===== src/rtl/adc_sample_ctrl_if.sv =====
// Signal bundle between the ADC sampling controller and the surrounding logic and ADC.
// The master side is the controller; the slave side is its environment (ADC plus consumer).
interface adc_sample_ctrl_if #(
    parameter int NB_DATA = 12
) ();

    logic               i_sample_clk;
    logic               i_miso;
    logic               i_ovr_clr;
    logic               o_cs_n;
    logic               o_sclk;
    logic [NB_DATA-1:0] o_sample;
    logic               o_valid;
    logic               o_busy;
    logic               o_overrun;

    modport master (
        input  i_sample_clk,
        input  i_miso,
        input  i_ovr_clr,
        output o_cs_n,
        output o_sclk,
        output o_sample,
        output o_valid,
        output o_busy,
        output o_overrun
    );

    modport slave (
        output i_sample_clk,
        output i_miso,
        output i_ovr_clr,
        input  o_cs_n,
        input  o_sclk,
        input  o_sample,
        input  o_valid,
        input  o_busy,
        input  o_overrun
    );

endinterface


===== src/rtl/adc_sample_ctrl.sv =====
// SPI-style ADC conversion controller: one frame per sampling-clock rising edge.
// Define ADC_SAMPLE_SIGNED_EN to present samples in two's complement instead of raw offset binary.
module adc_sample_ctrl #(
    parameter int NB_DATA  = 12,
    parameter int NB_FRAME = 15,
    parameter int SCLK_DIV = 4
) (
    input  logic                  clk,
    input  logic                  rst,
    adc_sample_ctrl_if.master     bus
);

    localparam int unsigned PH_W = $clog2(2 * SCLK_DIV);
    localparam int unsigned BC_W = $clog2(NB_FRAME + 1);

    localparam logic [PH_W-1:0] PH_HALF = PH_W'(SCLK_DIV - 1);
    localparam logic [PH_W-1:0] PH_LAST = PH_W'(2 * SCLK_DIV - 1);
    localparam logic [BC_W-1:0] BC_LAST = BC_W'(NB_FRAME - 1);

    localparam logic [1:0] ST_IDLE  = 2'd0;
    localparam logic [1:0] ST_SETUP = 2'd1;
    localparam logic [1:0] ST_SHIFT = 2'd2;
    localparam logic [1:0] ST_HOLD  = 2'd3;

    if (NB_FRAME < NB_DATA) begin : g_bad_frame
        $error("NB_FRAME must be >= NB_DATA");
    end
    if (SCLK_DIV < 2) begin : g_bad_div
        $error("SCLK_DIV must be >= 2");
    end
    if (NB_DATA < 2) begin : g_bad_data
        $error("NB_DATA must be >= 2");
    end

    logic [1:0]         sync_q;
    logic               sync_prev;
    logic [2:0]         prime_q;
    logic               start;

    logic [1:0]         state;
    logic [PH_W-1:0]    phase;
    logic [BC_W-1:0]    bit_cnt;
    logic [NB_DATA-1:0] shreg;
    logic [NB_DATA-1:0] sample_code;
    logic               cs_n_q;
    logic               sclk_q;
    logic [NB_DATA-1:0] sample_q;
    logic               valid_q;
    logic               overrun_q;

    // NOTE: every clocked block uses non-blocking assignments so all flops
    // update from the same pre-edge values and simulation matches hardware.
    always_ff @(posedge clk or posedge rst) begin
        if (rst) begin
            sync_q    <= '0;
            sync_prev <= 1'b0;
            prime_q   <= '0;
        end else begin
            sync_q    <= {sync_q[0], bus.i_sample_clk};
            sync_prev <= sync_q[1];
            prime_q   <= {prime_q[1:0], 1'b1};
        end
    end

    // Edges are ignored until the synchronizer and history flop hold real
    // input values, so a sample clock already high at reset release is not an edge.
    assign start = prime_q[2] & sync_q[1] & ~sync_prev;

`ifdef ADC_SAMPLE_SIGNED_EN
    assign sample_code = {~shreg[NB_DATA-1], shreg[NB_DATA-2:0]};
`else
    assign sample_code = shreg;
`endif

    always_ff @(posedge clk or posedge rst) begin
        if (rst) begin
            state    <= ST_IDLE;
            phase    <= '0;
            bit_cnt  <= '0;
            shreg    <= '0;
            cs_n_q   <= 1'b1;
            sclk_q   <= 1'b0;
            sample_q <= '0;
            valid_q  <= 1'b0;
        end else begin
            valid_q <= 1'b0;
            case (state)
                ST_IDLE: begin
                    if (start) begin
                        state  <= ST_SETUP;
                        cs_n_q <= 1'b0;
                        phase  <= '0;
                    end
                end
                ST_SETUP: begin
                    if (phase == PH_HALF) begin
                        state   <= ST_SHIFT;
                        phase   <= '0;
                        bit_cnt <= '0;
                    end else begin
                        phase <= phase + 1'b1;
                    end
                end
                ST_SHIFT: begin
                    // The edge that raises SCLK also captures MISO.
                    if (phase == PH_HALF) begin
                        sclk_q <= 1'b1;
                        shreg  <= {shreg[NB_DATA-2:0], bus.i_miso};
                    end
                    if (phase == PH_LAST) begin
                        sclk_q <= 1'b0;
                        phase  <= '0;
                        if (bit_cnt == BC_LAST) begin
                            state    <= ST_HOLD;
                            cs_n_q   <= 1'b1;
                            sample_q <= sample_code;
                            valid_q  <= 1'b1;
                        end else begin
                            bit_cnt <= bit_cnt + 1'b1;
                        end
                    end else begin
                        phase <= phase + 1'b1;
                    end
                end
                ST_HOLD: begin
                    if (phase == PH_HALF) begin
                        state <= ST_IDLE;
                        phase <= '0;
                    end else begin
                        phase <= phase + 1'b1;
                    end
                end
                default: begin
                    state <= ST_IDLE;
                end
            endcase
        end
    end

    // A request outside IDLE (including the HOLD exit cycle) is dropped and flagged.
    always_ff @(posedge clk or posedge rst) begin
        if (rst) begin
            overrun_q <= 1'b0;
        end else if (start && (state != ST_IDLE)) begin
            overrun_q <= 1'b1;
        end else if (bus.i_ovr_clr) begin
            overrun_q <= 1'b0;
        end
    end

    assign bus.o_cs_n    = cs_n_q;
    assign bus.o_sclk    = sclk_q;
    assign bus.o_sample  = sample_q;
    assign bus.o_valid   = valid_q;
    assign bus.o_busy    = (state != ST_IDLE);
    assign bus.o_overrun = overrun_q;

endmodule


===== src/flat_wrapper.sv =====
// flat-port wrapper written by rule: the top's interface ports become plain ports
module adc_sample_ctrl_flat 
#(
    parameter int NB_DATA  = 12,
    parameter int NB_FRAME = 15,
    parameter int SCLK_DIV = 4
)
  (clk, rst, bus_i_sample_clk, bus_i_miso, bus_i_ovr_clr, bus_o_cs_n, bus_o_sclk, bus_o_sample, bus_o_valid, bus_o_busy, bus_o_overrun);
  adc_sample_ctrl_if #(.NB_DATA(NB_DATA)) bus_i ();
  input  logic clk;
  input  logic rst;
  input wire logic [$bits(bus_i.i_sample_clk)-1:0] bus_i_sample_clk;
  input wire logic [$bits(bus_i.i_miso)-1:0] bus_i_miso;
  input wire logic [$bits(bus_i.i_ovr_clr)-1:0] bus_i_ovr_clr;
  output wire logic [$bits(bus_i.o_cs_n)-1:0] bus_o_cs_n;
  output wire logic [$bits(bus_i.o_sclk)-1:0] bus_o_sclk;
  output wire logic [$bits(bus_i.o_sample)-1:0] bus_o_sample;
  output wire logic [$bits(bus_i.o_valid)-1:0] bus_o_valid;
  output wire logic [$bits(bus_i.o_busy)-1:0] bus_o_busy;
  output wire logic [$bits(bus_i.o_overrun)-1:0] bus_o_overrun;
  assign bus_i.i_sample_clk = bus_i_sample_clk;
  assign bus_i.i_miso = bus_i_miso;
  assign bus_i.i_ovr_clr = bus_i_ovr_clr;
  assign bus_o_cs_n = bus_i.o_cs_n;
  assign bus_o_sclk = bus_i.o_sclk;
  assign bus_o_sample = bus_i.o_sample;
  assign bus_o_valid = bus_i.o_valid;
  assign bus_o_busy = bus_i.o_busy;
  assign bus_o_overrun = bus_i.o_overrun;
  adc_sample_ctrl #(.NB_DATA(NB_DATA), .NB_FRAME(NB_FRAME), .SCLK_DIV(SCLK_DIV)) u_core (.clk(clk), .rst(rst), .bus(bus_i));
endmodule

===== config.mk =====
export PLATFORM = sky130hd
export DESIGN_NAME = adc_sample_ctrl_flat
export DESIGN_NICKNAME = d
export VERILOG_FILES = /design/src/rtl/adc_sample_ctrl_if.sv /design/src/rtl/adc_sample_ctrl.sv /design/src/flat_wrapper.sv
export SDC_FILE = /design/constraint.sdc
export NUM_CORES = 1
export LEC_CHECK = 0
export CORE_ASPECT_RATIO = 1.75
export CORE_MARGIN = 10
export CORE_UTILIZATION = 40
export DETAILED_ROUTE_END_ITERATION = 10
export PLACE_DENSITY = 0.71
export SYNTH_ARGS = -nofsm -noshare
export SYNTH_HDL_FRONTEND = slang
export SYNTH_SLANG_ARGS = --single-unit

===== constraint.sdc =====
create_clock -name clk -period 2 [get_ports clk]
set_clock_uncertainty 0.15 [all_clocks]
set_input_delay 0.2 -clock clk [delete_from_list [all_inputs] [get_ports clk]]
set_output_delay 0.2 -clock clk [all_outputs]
set_load 0.005 [all_outputs]

### Yosys cells after proc, flatten, opt, wreduce, memory -nomap -nowiden

Cells that the tools add are included.

* output and inout bits: 17
* bits in read-only memories: 0
* word-level logic and storage cells: 68
* bits in latches: 0
* memories: 0
* register bits: 43
* bits in writable memories: 0

* equal/unequal tests: 12
* bitwise gates (word level): 3
* $lt $le $gt $ge: 0
* reductions and logical operators: 14
* multiplexer cells: 25
* shifts and indexed selects: 0
* div/mod/pow operators: 0
* multiply operators: 0
* add/subtract/negate cells: 2

Operators by type and width (count)
* $mux 4: 3
* $mux 1: 10
* $mux 2: 5
* $ne 2x1->1 const B: 5
* $reduce_bool 2->1: 5
* $mux 3: 3
* $pmux 3 s3: 1
* $pmux 2 s4: 1
* $pmux 4 s2: 1
* $reduce_and 4->1: 2
* $reduce_and 5->1: 1
* $add 4x1->4 const B: 1
* $eq 2x2->1 const B: 2
* $eq 4x4->1 const B: 1
* $reduce_and 2->1: 2
* $add 3x1->3 const B: 1
* $eq 3x2->1 const B: 1
* $eq 3x3->1 const B: 1
* $reduce_and 3->1: 1
* $and 1x1->1: 2
* $eq 2x1->1 const B: 1
* $logic_not 2->1: 1
* $ne 2x2->1 const B: 1
* $pmux 1 s2: 1
* 3 further kinds: 3

### Logic depth before layout (Yosys ltp)

Gate-level depths: netlist of the first run.

* depth after elaboration: 4
* depth in mapped cells: 7

### Least setup slack after synthesis of the first run

No wires, ideal clock.

* kind: register -> register
* start point: reg u_core.phase[0]
* end point: reg u_core.state[1]
* stages on the path, launching flop included: 6
* buffers on the path: 0
* setup time: 125 ps
* arrival: 1601 ps
* period minus slack after synthesis: 1876 ps
* slack: 124 ps
* path through: dfrtp_1 -> ha_1 -> ha_1 -> nand4_1 -> a221oi_2 -> mux2_2

* cells in the longest elaborated chain, start to end: 3

RTL lines
* start, declared: RTL line adc_sample_ctrl.sv:41 `logic [PH_W-1:0] phase;`
* start signal, assigned: RTL line adc_sample_ctrl.sv:101 `phase <= phase + 1'b1;`
* start signal, assigned: RTL line adc_sample_ctrl.sv:122 `phase <= phase + 1'b1;`
* start signal, assigned: RTL line adc_sample_ctrl.sv:130 `phase <= phase + 1'b1;`
* $eq 3x2->1 or $eq 3x3->1 (tied branches): RTL line adc_sample_ctrl.sv:96, adc_sample_ctrl.sv:126, adc_sample_ctrl.sv:110
* $ne 2x1->1 (no line)
* $reduce_and 5->1 (no line) (*)
* end signal, assigned: RTL line adc_sample_ctrl.sv:97 `state <= ST_SHIFT;`
* end signal, assigned: RTL line adc_sample_ctrl.sv:127 `state <= ST_IDLE;`
* end signal, assigned: RTL line adc_sample_ctrl.sv:134 `state <= ST_IDLE;`
* end, declared: RTL line adc_sample_ctrl.sv:40 `logic [1:0] state;`

Mark *: on every way between the ends. The rest lies on a longest branch, timed or not.
A chain may end at the register's enable or synchronous reset.

### Worst setup path in the final report of the first run

* start point: reg u_core.state[0]
* end point: out bus_o_busy

* cells in the longest elaborated chain, start to end: 1

RTL lines
* start signal, assigned: RTL line adc_sample_ctrl.sv:77 `state <= ST_IDLE;`
* start signal, assigned: RTL line adc_sample_ctrl.sv:90 `state <= ST_SETUP;`
* start signal, assigned: RTL line adc_sample_ctrl.sv:97
* $reduce_bool 2->1: RTL line adc_sample_ctrl.sv:155 `assign bus.o_busy = (state != ST_IDLE);`
* end, declared: RTL line flat_wrapper.sv:19 `output wire logic [$bits(bus_i.o_busy)-1:0] bus_o_busy;`

No other way between the ends.

==> metrics.md, run 1 <==
| Metric | Value |
|---|---|
| Critical path type | flip-flop to output port |
| Crit end category | output port |
| Root Buffer | clkbuf_8 |
| Pre-antenna DRT Iters | 4 |
| Ys Warns | 0 |
| Initial Util | 0.412 |
| Synth area leader | dfrtp_1 |
| Tmin final | 1.93 ns |
| Clk sinks | 43 |
| Yosys reg bits | 43 |
| Clock transition at the registers of the reported paths | 0.08 ns |
| Main area contributors after synthesis | dfrtp_1 55%, mux2_2 10%, ha_1 7.2% |
| Outcome | finished, final reports clean |
| Lkg Pwr | 1.13 nW |
| I/O Buffers | 21 |
| Slew Viols, Final | 0 |
| Endpoints failing hold | 0 |
| Distinct cells, synth | 34 |
| Post-route antenna net violation count | 0 |
| Clock Latency Late Sink | 0.29 ns |
| GRT Total Usage | 0.0992 |
| Highest-delay cell along the critical path | clkdlybuf4s50_1 |
| CP Cell Sequence | inv_1, ha_2, inv_1, clkdlybuf4s50_1 |
| Worst path required time | 1.65 ns |
| Initial antenna violation count | 0 |
| Final setup vio count | 0 |
| Post-Syn Area | 1920 um^2 |
| Syn Area/Cell | 13.5 um^2 |
| Net count, final | 189 |
| DR WL/cell | 16.4 um |
| Final HPWL DP | 2690 um |
| Max-Cap Viols | 0 |
| Horiz. Die Dim | 72.4 um |
| CP arrival | 1.58 ns |
| Syn Inst Count | 142 |
| H-tree depth | 2 |
| Die Area | 8090 um^2 |
| Die Y | 112 um |
| Peak supply drop | 0.906 mV |
| Startpoint types | flip-flop |
| Period Utilization, post-route | 0.965 |
| Core footprint | 4670 um^2 |
| Top cell by count, worst path | inv_1 |
| Worst path bufs/invs | 3 |
| CTS Buffer Depth | 2 |
| GR Overflow Total | 0 |
| Sequential fraction of the synthesis area | 0.560 |
| Mapped Nets | 158 |
| Vias in the first global route | 1314 |
| Ant diodes | 0 |
| Post-synth top area share | 0.547 |
| Power per cell area | 1030 nW/um^2 |
| Via count | 1209 |
| Unrepaired setup endpoints after global routing | false |
| CP delay by family, top | buffers and inverters |
| CTS tree | done |
| RePlAce Congestion | 0.852 |
| Area Overhead vs Synth | 21.4% |
| Layout cells sized above 1 | 0.264 |
| Setup TNS | 0 ns |
| First-pass GRT wire length | 6510 um |
| Vias per inst | 5.35 |
| Area after DPL | 2240 um^2 |
| Largest net degree at the start of global routing | 35 |
| Final instance area | 2330 um^2 |
| Worst hold path type | input pin to async pin |
| Post-synthesis async set-or-reset flop share | 1.00 |
| Fmax | 0.518 GHz |
| Hold bufs inserted after CTS | 0 |
| Final WL | 3700 um |
| Main synth FF type | dfrtp_1 |
| Starting DRT DRC Count | 17 |
| Top Ports | 22 |
| Critical Path Fanout Max | 4 |
| Num CTS Buffers | 5 |
| Post-synth EDFFs | 0 |
| Critical Path Max Stage Delay | 0.52 ns |
| DRC viols | 0 |
| Site Rows | 33 |
-- where the power goes --
group | switching (mW) | leakage, nW | internal (mW) | total (mW)
combinational | 0.408 | 0.522 | 0.382 | 0.790
clock | 0.271 | 0.0395 | 0.248 | 0.519
sequential | 0.0978 | 0.569 | 0.987 | 1.08
-- synth_stat cells (3+ instances only) --
library cell / n
nand3_1: 7
a21oi_1: 4
nand2b_1: 3
mux2_2: 17
o21ai_0: 6
nand4_1: 3
ha_1: 11
nand2_1: 3
inv_1: 9
dfrtp_1: 42
buf_2: 4
mux2_4: 9
-- routing by layer --
layer  wire, um  up-vias  track usage
li1           -      556            -
met1       1380      619        0.102
met2       2070       27        0.176
met3        159        7       0.0293
met4         79        0       0.0458
met5          0        -            0
-- cells in the final DEF (no fill, tap or decap), types with 2 or more instances in the layout --
| cell type | instances |
|---|---|
| o21ai_0 | 6 |
| nand4_1 | 3 |
| nand2b_1 | 3 |
| inv_1 | 9 |
| nand3_1 | 7 |
| a31oi_1 | 2 |
| clkdlybuf4s50_1 | 21 |
| mux2_4 | 9 |
| buf_12 | 2 |
| nor2b_1 | 2 |
| clkbuf_1 | 3 |
| nand2_1 | 3 |
| dfrtp_1 | 42 |
| mux2_2 | 17 |
| ha_1 | 10 |
| a21oi_1 | 4 |
| clkbuf_8 | 5 |
| buf_4 | 6 |
-- final cells by class --
| class | count | area [um^2] |
|---|---|---|
| fill | 407 | 2330 |
| clock buffer | 8 | 80.1 |
| inverter | 9 | 33.8 |
| sequential | 43 | 1080 |
| multi-input combinational | 85 | 783 |
| tap | 52 | 65.1 |
| timing repair buffer | 29 | 295 |
-- sequential cells by signal, summed over array words and instances, names as in the netlist, 2 cells and up --
signal	count
u_core.prime_q	3
u_core.phase	3
u_core.bus.o_sample	12
u_core.state	2
u_core.bit_cnt	4
u_core.sync_q	2
u_core.sample_code	12
-- timing repair --
item / 4_1_cts / 5_1_grt
gates resized for setup: 0 / 1
setup buffers: 2 / 0
pin swaps: 0 / 1
gates cloned: 0 / 0
endpoints found under the setup margin: 1 / 2
-- final timing paths --
check	start	to	slack, ns	depth (start not counted)
min reg2reg	u_core.prime_q[1]	u_core.prime_q[2]	0.19	0
max	u_core.state[0]	bus_o_busy	0.07	4
min	rst	u_core.sync_prev	0.04	2
min in group clk	u_core.prime_q[1]	u_core.prime_q[2]	0.19	0
max reg2reg	u_core.phase[0]	u_core.state[1]	0.09	5
max in group asynchronous	rst	u_core.state[1]	1.14	3
-- metrics by stage --
stage                     setup WS, ns  hold slack (ns)  power, mW  instances  utilization
after floorplan                  0.124           0.0814       1.60        142            -
after global placement           0.159            0.183       1.80        216        0.479
after detailed placement        0.0938            0.186       1.85        216        0.479
after CTS                       0.0125           0.0463       2.42        226        0.500
after global routing            0.0109           0.0804       2.56        226        0.500
final                           0.0701           0.0443       2.39        226        0.500
-- cell families (layout without fill, tap and decap cells) --
group                    after synthesis  in the layout  share of synthesized area
buffers and inverters                 14             46                     0.0338
AO/OA/AOI/OAI                         22             22                     0.0800
other                                  1              1                    0.00195
AND/OR/NAND/NOR                       24             24                     0.0774
adder cells (fa/ha/maj)               11             11                     0.0716
flip-flops                            43             43                      0.560
multiplexers                          27             27                      0.175
Note: power is estimated with default switching activity, not from simulation.
==> run 2, diff against run 1 <==
--- a/config.mk
+++ b/config.mk
@@ -9,7 +9,7 @@
 export CORE_MARGIN = 10
 export CORE_UTILIZATION = 40
 export DETAILED_ROUTE_END_ITERATION = 10
-export PLACE_DENSITY = 0.71
+export PLACE_DENSITY_LB_ADDON = 0.25
 export SYNTH_ARGS = -nofsm -noshare
 export SYNTH_HDL_FRONTEND = slang
 export SYNTH_SLANG_ARGS = --single-unit
==> constraint.sdc (replaced) <==
create_clock -name clk -period 1.8 [get_ports clk]
set_clock_uncertainty 0.15 [all_clocks]
set_input_delay 0.18 -clock clk [delete_from_list [all_inputs] [get_ports clk]]
set_output_delay 0.18 -clock clk [all_outputs]
set_load 0.005 [all_outputs]
==> metrics.md, run 2 (same netlist as run 1, synthesis figures left out) <==
| Metric | Value |
|---|---|
| CP arrival | 1.87 ns (was 1.58 ns) |
| Top Ports | 22 (unchanged) |
| Reg-to-reg startpoint | u_core.phase[1] (was u_core.phase[0]) |
| Peak supply drop | 0.779 mV (was 0.906 mV) |
| Fill cell count | 418 (was 407) |
| Root Buffer | clkbuf_8 (unchanged) |
| Via count | 1220 (was 1209) |
| Met3 Track Usage GR | 0.0347 (was 0.0293) |
| Setup WS pre-CTS | -0.0422 ns (was 0.0938 ns) |
| Reg2Reg Setup Slack | -0.03 ns (was 0.09 ns) |
| Ant diodes | 0 (unchanged) |
| Vias per inst | 5.19 (was 5.35) |
| CTS tree | done (unchanged) |
| Most utilized layer in the global route result | met2 (unchanged) |
| Fmax | 0.547 GHz |
| First-pass GRT wire length | 6540 um (was 6510 um) |
| Final HPWL DP | 2780 um (was 2690 um) |
| Critical path type | flip-flop to flip-flop (was flip-flop to output port) |
| Crit end category | flip-flop (was output port) |
| Starting DRT DRC Count | 38 (was 17) |
| Met1 GRT Util | 0.104 (was 0.102) |
| GR Overflow Total | 0 (unchanged) |
| Initial Util | 0.412 (unchanged) |
| Hold bufs inserted after CTS | 0 (unchanged) |
| Core footprint | 4670 um^2 (unchanged) |
| Num CTS Buffers | 5 (unchanged) |
| Outcome | complete, but fails checks (was finished, final reports clean) |
| Period Utilization, post-route | 1.02 |
| Initial antenna violation count | 0 (unchanged) |
| Layout cells sized above 1 | 0.361 (was 0.264) |
| Worst reg2reg endpoint | u_core.state[1] (unchanged) |
| Worst path required time | 1.84 ns (was 1.65 ns) |
| Horiz. Die Dim | 72.4 um (unchanged) |
| Worst setup margin | -0.0294 ns (was 0.0701 ns) |
| DRC viols | 0 (unchanged) |
| Most common cell after layout, fill and taps aside | dfrtp_1 (unchanged) |
| CTS Buffer Depth | 2 (unchanged) |
| Largest net degree at the start of global routing | 44 (was 35) |
| Vias in the first global route | 1341 (was 1314) |
| Die Y | 112 um (unchanged) |
| GRT Total Usage | 0.100 (was 0.0992) |
| Hold Slack | 0.0901 ns (was 0.0443 ns) |
| Most frequent cells in the layout | 42 x dfrtp_1, 20 x clkdlybuf4s50_1, 16 x mux2_2 (was 42 x dfrtp_1, 21 x clkdlybuf4s50_1, 17 x mux2_2) |
| Endpoints failing hold | 0 (unchanged) |
| Global routing met2 resource utilization | 0.174 (was 0.176) |
| Tmin final | 1.83 ns |
| RePlAce Congestion | 0.842 (was 0.852) |
| Die Area | 8090 um^2 (unchanged) |
| Slew Viols, Final | 0 (unchanged) |
| I/O Buffers | 21 (unchanged) |
| Critical Path Fanout Max | 3 (was 4) |
| Clock transition at the registers of the reported paths | 0.09 ns (was 0.08 ns) |
| Site Rows | 33 (unchanged) |
| Final WL | 3800 um (was 3700 um) |
| Worst hold path type | input pin to async pin (unchanged) |
| Clock Latency Late Sink | 0.30 ns (was 0.29 ns) |
| Pre-antenna DRT Iters | 4 (unchanged) |
| Unrepaired setup endpoints after global routing | true (was false) |
| Lkg Pwr | 1.19 nW (was 1.13 nW) |
| Startpoint types | flip-flop (unchanged) |
| H-tree depth | 2 (unchanged) |
| Area Overhead vs Synth | 29.0% (was 21.4%) |
| Failing checks | negative setup slack |
| Power per cell area | 1210 nW/um^2 (was 1030 nW/um^2) |
| Final setup vio count | 1 (was 0) |
| Reg2reg path depth | 5 (unchanged) |
| Net count, final | 198 (was 189) |
| Max-Cap Viols | 0 (unchanged) |
| Post-route antenna net violation count | 0 (unchanged) |
| Clk sinks | 43 (unchanged) |
| DR WL/cell | 16.2 um (was 16.4 um) |
-- run 2: cell count changes in the layout (fill, tap and decap cells not counted), sizes merged --
cell           change
buf                +9
clkbuf             -3
clkinv             +1
dlygate4sd2        +1
inv                +2
clkdlybuf4s50      -1
-- run 2: how the worst max path moves through the flow --
stage	slack [ns]	cells past startpoint	endpoint	start
global route	-0.11	5	u_core.state[1]	u_core.bit_cnt[0]
detailed placement	-0.04	5	u_core.state[1]	u_core.phase[1]
finish	-0.03	5	u_core.state[1]	u_core.phase[1]
CTS	-0.05	5	u_core.state[1]	u_core.state[0]
global placement	-0.02	6	u_core.bit_cnt[2]	u_core.state[0]
floorplan	0.01	5	u_core.state[1]	u_core.phase[0]
-- run 2: per-stage QoR --
step	total power [mW]	utilization	instances	cell area [um^2]	setup TNS, ns
finish	2.99	0.532	235	2480	-0.0294
CTS	2.90	0.520	234	2430	-0.104
global route	3.21	0.532	235	2480	-0.161
floorplan	1.79	-	142	1940	0
detailed placement	2.16	0.494	223	2300	-0.104
global placement	2.10	0.494	223	2300	-0.0151
-- run 2: report_power, final --
part | leakage (nW) | switching [mW] | internal (mW) | total (mW)
registers | 0.569 | 0.0995 | 1.10 | 1.20
logic | 0.569 | 0.556 | 0.599 | 1.16
clock network | 0.0491 | 0.359 | 0.285 | 0.644
total | 1.19 | 1.01 | 1.98 | 2.99
-- run 2: layout make-up --
type	instances	area (um^2)	share of cell area
Multi-Input combinational cell	85	847	0.342
Timing Repair Buffer	38	362	0.146
Tap cell	52	65.1	0.0262
Clock buffer	5	68.8	0.0277
Clock inverter	3	26.3	0.0106
Sequential cell	43	1080	0.434
Inverter	9	33.8	0.0136
-- run 2: worst max-delay path, stage by stage (launching register included) --
cell and delay (ns):
dfrtp_1 0.42, ha_4 0.18, ha_4 0.13, nand4_1 0.16, a221oi_4 0.35, mux2_4 0.33
-- run 2: metal layers --
metal / vias up / part of all wire
met4: 0 / 0.024
met2: 27 / 0.55
li1: 580 / -
met5: - / 0
met1: 606 / 0.37
met3: 7 / 0.052
-- run 2: repair_timing --
action,CTS,global route
pin swaps,0,3
buffers inserted,3,1
endpoints found under the setup margin,10,29
gates cloned,0,0
gates resized for setup,4,9
